===== config.mk =====
export PLATFORM = sky130hd
export DESIGN_NAME = ayatsuki_irq_ctrl
export DESIGN_NICKNAME = d
export VERILOG_FILES = /design/src/rtl/ayatsuki_irq_ctrl.sv
export SDC_FILE = /design/constraint.sdc
export NUM_CORES = 1
export LEC_CHECK = 0
export ABC_AREA = 1
export CELL_PAD_IN_SITES_DETAIL_PLACEMENT = 1
export CELL_PAD_IN_SITES_GLOBAL_PLACEMENT = 1
export CORE_AREA = 2 2 98 100
export CTS_CLUSTER_DIAMETER = 60
export CTS_CLUSTER_SIZE = 40
export DETAILED_ROUTE_END_ITERATION = 10
export DIE_AREA = 0 0 100 102
export GPL_ROUTABILITY_DRIVEN = 0
export PLACE_DENSITY_LB_ADDON = 0.1
export SETUP_SLACK_MARGIN = 0.2
export SLEW_MARGIN = 20
export SYNTH_ARGS = -nofsm -noshare
export SYNTH_HDL_FRONTEND = slang
export SYNTH_SLANG_ARGS = --single-unit
export TNS_END_PERCENT = 30

===== constraint.sdc =====
create_clock -name clk -period 5.5 [get_ports clk]
set_clock_uncertainty 0.15 [all_clocks]
set_input_delay 0.55 -clock clk [delete_from_list [all_inputs] [get_ports clk]]
set_output_delay 0.55 -clock clk [all_outputs]
set_load 0.1 [all_outputs]

===== src/rtl/ayatsuki_irq_ctrl.sv =====
// ---------------------------------------------------------------------------
// ayatsuki_irq_ctrl
//   Interrupt controller on the far side of the core's interrupt handshake.
//   External sources are synchronised and latched as pending. Each line is
//   either edge- or level-sensitive. Pending lines are masked, and the
//   lowest-index survivor is presented to the core as a one-hot request.
//   The request is held until the core echoes it back exactly.
//
// Ports:
//   clk             system clock
//   rst             asynchronous active-high reset
//   irq_src_i       raw interrupt sources (asynchronous to clk)
//   irq_req_o       registered one-hot request to the core
//   irq_response_i  one-hot acknowledge from the core
//   cfg_w_enable_i  register write strobe
//   cfg_r_enable_i  register read strobe
//   cfg_addr_i      register index: 0 MASK, 1 EDGE, 2 PENDING (W1C), 3 ACTIVE
//   cfg_w_data_i    write data (bits above IRQ_W ignored)
//   cfg_r_data_o    read data, registered one cycle after the read strobe
// ---------------------------------------------------------------------------
module ayatsuki_irq_ctrl #(
    parameter int IRQ_W       = 8,
    parameter int SYNC_STAGES = 2
) (
    input  logic             clk,
    input  logic             rst,
    input  logic [IRQ_W-1:0] irq_src_i,
    output logic [IRQ_W-1:0] irq_req_o,
    input  logic [IRQ_W-1:0] irq_response_i,
    input  logic             cfg_w_enable_i,
    input  logic             cfg_r_enable_i,
    input  logic [1:0]       cfg_addr_i,
    input  logic [31:0]      cfg_w_data_i,
    output logic [31:0]      cfg_r_data_o
);

    typedef enum logic [1:0] {
        ST_IDLE = 2'd0,
        ST_REQ  = 2'd1,
        ST_ACK  = 2'd2
    } state_t;

    state_t state_q, state_d;

    logic [SYNC_STAGES-1:0][IRQ_W-1:0] sync_q;
    logic [IRQ_W-1:0] sync_prev_q;
    logic [IRQ_W-1:0] synced_s;
    logic [IRQ_W-1:0] mask_q;
    logic [IRQ_W-1:0] edge_q;
    logic [IRQ_W-1:0] pending_q, pending_d;
    logic [IRQ_W-1:0] active_q, active_d;
    logic [IRQ_W-1:0] req_q, req_d;
    logic [IRQ_W-1:0] cand_s;
    logic [IRQ_W-1:0] winner_s;
    logic [IRQ_W-1:0] w1c_s;
    logic [IRQ_W-1:0] ack_clr_s;
    logic             resp_match_s;
    logic [31:0]      rdata_q, rdata_d;
    logic             unused_wdata_s;

    // One-hot of the lowest set bit; zero when nothing is set.
    function automatic logic [IRQ_W-1:0] lowest_onehot(input logic [IRQ_W-1:0] v);
        logic [IRQ_W-1:0] r;
        logic             found;
        r     = '0;
        found = 1'b0;
        for (int i = 0; i < IRQ_W; i++) begin
            if (!found && v[i]) begin
                r[i]  = 1'b1;
                found = 1'b1;
            end
        end
        return r;
    endfunction

    // Zero-extend a line vector onto the 32-bit register bus.
    function automatic logic [31:0] zext(input logic [IRQ_W-1:0] v);
        logic [31:0] r;
        r          = '0;
        r[IRQ_W-1:0] = v;
        return r;
    endfunction

    assign synced_s       = sync_q[SYNC_STAGES-1];
    assign unused_wdata_s = ^cfg_w_data_i;
    assign irq_req_o      = req_q;
    assign cfg_r_data_o   = rdata_q;
    assign cand_s         = pending_q & mask_q;
    assign winner_s       = lowest_onehot(cand_s);

    // Source synchroniser chain plus the previous synced value for edge detection.
    always_ff @(posedge clk or posedge rst) begin
        if (rst) begin
            sync_q      <= '0;
            sync_prev_q <= '0;
        end else begin
            sync_q[0] <= irq_src_i;
            for (int s = 1; s < SYNC_STAGES; s++) begin
                sync_q[s] <= sync_q[s-1];
            end
            sync_prev_q <= synced_s;
        end
    end

    // MASK and EDGE configuration registers.
    always_ff @(posedge clk or posedge rst) begin
        if (rst) begin
            mask_q <= '0;
            edge_q <= '0;
        end else if (cfg_w_enable_i && (cfg_addr_i == 2'd0)) begin
            mask_q <= cfg_w_data_i[IRQ_W-1:0];
        end else if (cfg_w_enable_i && (cfg_addr_i == 2'd1)) begin
            edge_q <= cfg_w_data_i[IRQ_W-1:0];
        end
    end

    // Clear sources for edge-mode pending bits: software W1C and a matching core ack.
    always_comb begin
        w1c_s        = '0;
        resp_match_s = (state_q == ST_REQ) && (irq_response_i == req_q);
        if (cfg_w_enable_i && (cfg_addr_i == 2'd2)) begin
            w1c_s = cfg_w_data_i[IRQ_W-1:0];
        end else begin
            w1c_s = '0;
        end
        if (resp_match_s) begin
            ack_clr_s = req_q;
        end else begin
            ack_clr_s = '0;
        end
    end

    // Pending next state: edge lines latch rising edges (set beats clear), level lines track the input.
    always_comb begin
        pending_d = '0;
        for (int i = 0; i < IRQ_W; i++) begin
            if (edge_q[i]) begin
                pending_d[i] = (synced_s[i] & ~sync_prev_q[i])
                             | (pending_q[i] & ~(w1c_s[i] | ack_clr_s[i]));
            end else begin
                pending_d[i] = synced_s[i];
            end
        end
    end

    // Handshake FSM next-state logic.
    always_comb begin
        state_d = state_q;
        case (state_q)
            ST_IDLE: begin
                if (cand_s != '0) begin
                    state_d = ST_REQ;
                end else begin
                    state_d = ST_IDLE;
                end
            end
            ST_REQ: begin
                if (resp_match_s) begin
                    state_d = ST_ACK;
                end else begin
                    state_d = ST_REQ;
                end
            end
            ST_ACK:  state_d = ST_IDLE;
            default: state_d = ST_IDLE;
        endcase
    end

    // Handshake FSM outputs: the request is frozen while in REQ regardless of mask or pending changes.
    always_comb begin
        req_d    = req_q;
        active_d = active_q;
        case (state_q)
            ST_IDLE: begin
                if (cand_s != '0) begin
                    req_d    = winner_s;
                    active_d = winner_s;
                end else begin
                    req_d    = '0;
                    active_d = active_q;
                end
            end
            ST_REQ: begin
                if (resp_match_s) begin
                    req_d = '0;
                end else begin
                    req_d = req_q;
                end
            end
            ST_ACK: begin
                req_d    = '0;
                active_d = '0;
            end
            default: begin
                req_d    = '0;
                active_d = '0;
            end
        endcase
    end

    // Register read mux; the read data holds when no read is strobed.
    always_comb begin
        rdata_d = rdata_q;
        if (cfg_r_enable_i) begin
            case (cfg_addr_i)
                2'd0:    rdata_d = zext(mask_q);
                2'd1:    rdata_d = zext(edge_q);
                2'd2:    rdata_d = zext(pending_q);
                2'd3:    rdata_d = zext(active_q);
                default: rdata_d = 32'd0;
            endcase
        end else begin
            rdata_d = rdata_q;
        end
    end

    // State, pending, request, active and read-data registers.
    always_ff @(posedge clk or posedge rst) begin
        if (rst) begin
            state_q   <= ST_IDLE;
            pending_q <= '0;
            req_q     <= '0;
            active_q  <= '0;
            rdata_q   <= 32'd0;
        end else begin
            state_q   <= state_d;
            pending_q <= pending_d;
            req_q     <= req_d;
            active_q  <= active_d;
            rdata_q   <= rdata_d;
        end
    end

endmodule


# Word-level counts from Yosys, hierarchy flattened
# Index checks and enable logic that the tools add are counted.
classes:
  eq_ne: 7
  mux: 33
  n_bitwise: 51
  reduce_logical: 23
ops:
  columns: ["operator", "count"]
  rows:
  - ["32-bit case mux with 4 select lines", 1]
  - ["8-bit two-way mux", 5]
  - ["8-bit case mux with 2 select lines", 2]
  - ["1-bit two-way mux", 23]
  - ["1-bit NOT", 18]
  - ["1-bit bitwise AND", 16]
  - ["1-bit bitwise OR", 16]
  - ["1-bit logical AND", 11]
  - ["8-bit bitwise AND", 1]
  - ["8-bit == test", 1]
  - ["8-bit nonzero test", 1]
  - ["1-bit zero test", 7]
  - ["2-bit by 1-bit == test with 1-bit output, second input constant", 2]
  - ["2-bit == test, second input constant", 2]
  - ["2-bit zero test", 2]
  - ["2-bit != test, second input constant", 2]
  - ["2-bit case mux with 2 select lines", 1]
  - ["2-bit AND reduction", 2]
  - ["2-bit two-way mux", 1]
totals:
  reg_bits: 98
  in_bits: 54
  output_inout_bits: 40
  wordCells: 124

# Logic depth before layout (Yosys ltp)
depth:
  depth_word: 25
  ltp_mapped: 9
  ltp_nobuf: 9

# Worst setup path after synthesis
# No wires, ideal clock.
synth_path:
  path_kind: "reg-to-reg"
  from: "register req_q[6] (netlist: irq_req_o[6])"
  to: "register pending_q[0]"
  setup_time_ns: 0.117
  t_arrival_ns: 1.759
  required_ns: 5.233
  setup_slack_ns: 3.474
  path_stages_with_launch: 10
  synth_period_minus_slack_ns: 2.026
  path_cell_list: "dfrtp_1 > inv_1 > nand2_1 > nand2_1 > nor2_1 > nand2_1 > nor2_4 > nand3_1 > nand2_1 > nand2_1"
synth_via:
  elab_chain_cells: 8
synth_lines:
  columns: ["item", "line", "text"]
  rows:
  - ["start: declaration", "52", "logic [IRQ_W-1:0] req_q, req_d;"]
  - ["start signal: assignment", "228", "req_q <= req_d;"]
  - ["8-bit == test", "120", "resp_match_s = (state_q == ST_REQ) && (irq_response_i == req_q);"]
  - ["1-bit logical AND", "120", null]
  - ["8-bit two-way mux", "126", "if (resp_match_s) begin"]
  - ["1-bit bitwise OR", "139", "| (pending_q[i] & ~(w1c_s[i] | ack_clr_s[i]));"]
  - ["1-bit NOT", "139", null]
  - ["1-bit bitwise AND", "139", null]
  - ["1-bit bitwise OR", "139", null]
  - ["1-bit two-way mux", "137", "if (edge_q[i]) begin"]
  - ["net pending_d[0]", "50", "logic [IRQ_W-1:0] pending_q, pending_d;"]
  - ["end signal: assignment", "227", "pending_q <= pending_d;"]
  - ["end: declaration", "50", null]
# The timed path passes the listed nets, and every way through them passes these cells.
# A chain may end at the register's enable or synchronous reset.

# Final worst setup path
layout_path:
  from: "register req_q[0] (netlist: irq_req_o[0])"
  to: "output irq_req_o[0]"
layout_lines:
  columns: ["item", "line", "text"]
  rows:
  - ["end: declaration", "28", "output logic [IRQ_W-1:0] irq_req_o,"]
# No word-level cell between the ends.

==> results.txt <==
----------------------------------------------------
[Status]
  Run status ... finished, final reports clean

[Synth]
  Top cell type's share of synthesized area ... 0.548
  Ys Warns ... 0
  Leading cell type by number of instances after synthesis ... sky130_fd_sc_hd__nand2_1
  Post-Syn Instances ... 399
  Post-Syn Area ... 0.00338 sq mm
  Ranking of synthesized cells by instance count ... 142 x sky130_fd_sc_hd__nand2_1, 74 x sky130_fd_sc_hd__dfrtp_1, 38 x sky130_fd_sc_hd__inv_1, 32 x sky130_fd_sc_hd__nand3_1, 24 x sky130_fd_sc_hd__buf_4
  Fraction of synthesis flops using an asynchronous set or reset pin ... 1.00
  Average cell area after synthesis ... 8.47 sq um
  Ys flop type ... sky130_fd_sc_hd__dfrtp_1
  Cell taking the most area after synthesis ... sky130_fd_sc_hd__dfrtp_1
  Number of enable flip-flop cells after synthesis ... 0
  Unique cell type count in the Yosys netlist ... 25
  Yosys reg bits ... 74
  Sequential share of the synthesized area ... 0.548
  Area contributors post-synth ... sky130_fd_sc_hd__dfrtp_1 55%, sky130_fd_sc_hd__nand2_1 16%, sky130_fd_sc_hd__buf_4 5.3%, sky130_fd_sc_hd__nand3_1 4.7%, sky130_fd_sc_hd__inv_1 4.2%

[Finish]
  Share of cells above drive strength 1 ... 0.0857
  Number of nets in the layout ... 504
  Signed area change from the synthesized netlist to the final layout ... 19.0%
  Post-layout util ... 0.441
  Area of all sequential standard cells ... 0.00185 sq mm
  Fillers ... 1136
  Area of the multi-input gates ... 0.00121 sq mm
  Total inserted antenna cells ... 0

[Power]
  Combinational share of power ... 0.365
  Cell internal power dissipation ... 961 uW
  Leakage power total ... 0.00197 uW
  Clock share of power ... 0.222
  Power after layout ... 1740 uW
  Fraction of power consumed by sequential logic ... 0.413
  Switching Power ... 776 uW
  Power per unit of standard cell area ... 432 mW/mm^2
  Switching portion of total power ... 0.447
  Peak VDD IR ... 0.137 mV

[STA]
  Final critical-path share of the clock period ... 0.484
  Slew margin rel. ... 0.349
  Total negative slack ... 0 ns
  Final setup violation count ... 0
  Final WS setup ... 2.84 ns
  Maximum clock frequency ... 376 MHz
  Setup repair after global routing missed its margin ... false
  Total count of max-transition violations in the final report ... 0
  Post-layout min period ... 2.66 ns
  Endpoints failing hold ... 0
  Worst slew pin tran ... 0.974 ns

[Place]
  Count of port buffers added during placement ... 45
  Worst slack at placement ... 3.18 ns
  HPWL after detailed placement ... 6180 microns

[Worst setup path]
  CP Class ... reg2out
  Required @ worst endpoint ... 4.80 ns
  Critical path buffers and inverters ... 1
  Cell with the biggest individual delay on the critical path ... sky130_fd_sc_hd__clkdlybuf4s50_1
  Stage delay of the slowest cell on the critical path ... 1.17 ns
  Largest fanout of any net on the critical path ... 5
  Ordered list of cells on the worst path ... clkdlybuf4s50_1
  Element type at the critical path start ... flop
  Kind of cell with the highest combined delay on the critical path ... buffers and inverters
  Signal arrival time at the worst endpoint ... 1.96 ns
  Capturing element type of the critical path ... output port

[Clock network]
  Count of hold buffers inserted by post-cts repair ... 0
  Clock buffers created by TritonCTS ... 9
  Number of clock sinks seen by CTS ... 74
  Number of gates given a new drive strength after cts ... 0
  TritonCTS clock tree ... built
  Clock transition at the registers of the reported paths ... 0.08 ns
  Clock insertion delay at the later pin of the skew report ... 0.35 ns
  H-tree Lvls ... 3
  Number of setup buffers added after CTS ... 0
  Max Root-Sink Buffers ... 2
  Clock root buffer ... sky130_fd_sc_hd__clkbuf_8

[Run]
  Count of maximum capacitance violations ... 0

[Die]
  Width of the chip ... 100 microns
  Vert. Die Dim ... 102 microns
  Die area ... 0.0102 sq mm
  Area of the core region ... 0.00911 sq mm
  Number of top-level pins ... 94
  Site row count ... 35
  Starting Density ... 0.371

[Routing]
  Antenna violation net count after detailed routing ... 0
  Drt first pass iters ... 4
  Total Wirelength ... 8220 microns
  Post-route DRC ... 0
  Via density per instance ... 4.72
  Total number of vias ... 2673
  Wire length per cell after detailed routing ... 14.5 microns
  Number of DRC violations after detailed-routing iteration 0 ... 81

[Worst hold path]
  Hold WC Path Type ... reg2reg

[Global routing]
  Global-route total usage across every layer ... 0.176
  Global-route wire length before repair ... 13500 microns
  Total grt overflow ... 0
  Largest net degree at the start of global routing ... 42
  Via count of the first global-routing pass ... 2658
  Number of antenna violations at the first check in global routing ... 0

----------------------------------------------------
==> layout by cell type, fill, tap and decap left out, drive strengths merged, types with 9 or more instances in the layout <==
cell / instances
nor2: 14
nand2: 147
clkinv: 9
o21ai: 34
conb: 24
inv: 41
nand3: 32
dfrtp: 74
clkdlybuf4s50: 45
clkbuf: 10
==> per-stage QoR <==
step	hold WS [ns]	cell area, sq um	std cells
finish	0.203	4020	566
global route	0.213	4020	566
CTS	0.207	4020	566
detailed placement	0.186	3840	550
global placement	0.183	3840	550
floorplan	0.181	3470	422
==> worst paths after layout <==
path                               from           end  slack, ns  cells after the start
max                        irq_req_o[0]  irq_req_o[0]       2.84                      1
min                           sync_q[4]   synced_s[4]       0.20                      0
max reg2reg                irq_req_o[3]  pending_q[6]       3.79                      9
min reg2reg                   sync_q[4]   synced_s[4]       0.20                      0
max in group asynchronous           rst  irq_req_o[4]       3.72                      3
min in group asynchronous           rst     sync_q[4]       0.48                      2
==> layer usage <==
layer | wire (microns) | share of wire | track usage | vias up
met2 | 3950 | 0.48 | 0.282 | 58
li1 | - | - | - | 1310
met1 | 3830 | 0.47 | 0.237 | 1296
met5 | 0 | 0 | 0 | -
met4 | 124 | 0.015 | 0.0558 | 0
met3 | 316 | 0.038 | 0.0465 | 9
==> cells by family (layout without fill, tap and decap cells) <==
kind of cell | Yosys count | in the layout | share of synthesized area
DFF | 74 | 74 | 0.548
and+or+nand+nor | 202 | 202 | 0.254
other | 1 | 24 | 0.00111
AOI/OAI and AO/OA | 44 | 44 | 0.0770
buffers and inverters | 78 | 111 | 0.120
==> cell type report <==
type                            instances  area share
Clock buffer                           10      0.0342
Clock inverter                          6      0.0106
Inverter                               49      0.0458
Multi-Input combinational cell        270       0.300
Sequential cell                        74       0.461
Tap cell                              111      0.0345
Timing Repair Buffer                   46       0.114
==> power by group through the flow <==
stage	Clock (uW)	Combinational, uW	Sequential [uW]
2_1_floorplan	0	273	942
3_3_place_gp	0	629	724
3_5_place_dp	0	638	729
4_1_cts	401	640	718
5_1_grt	423	684	732
6_report	385	635	717
(Power assumes the default switching activity.)
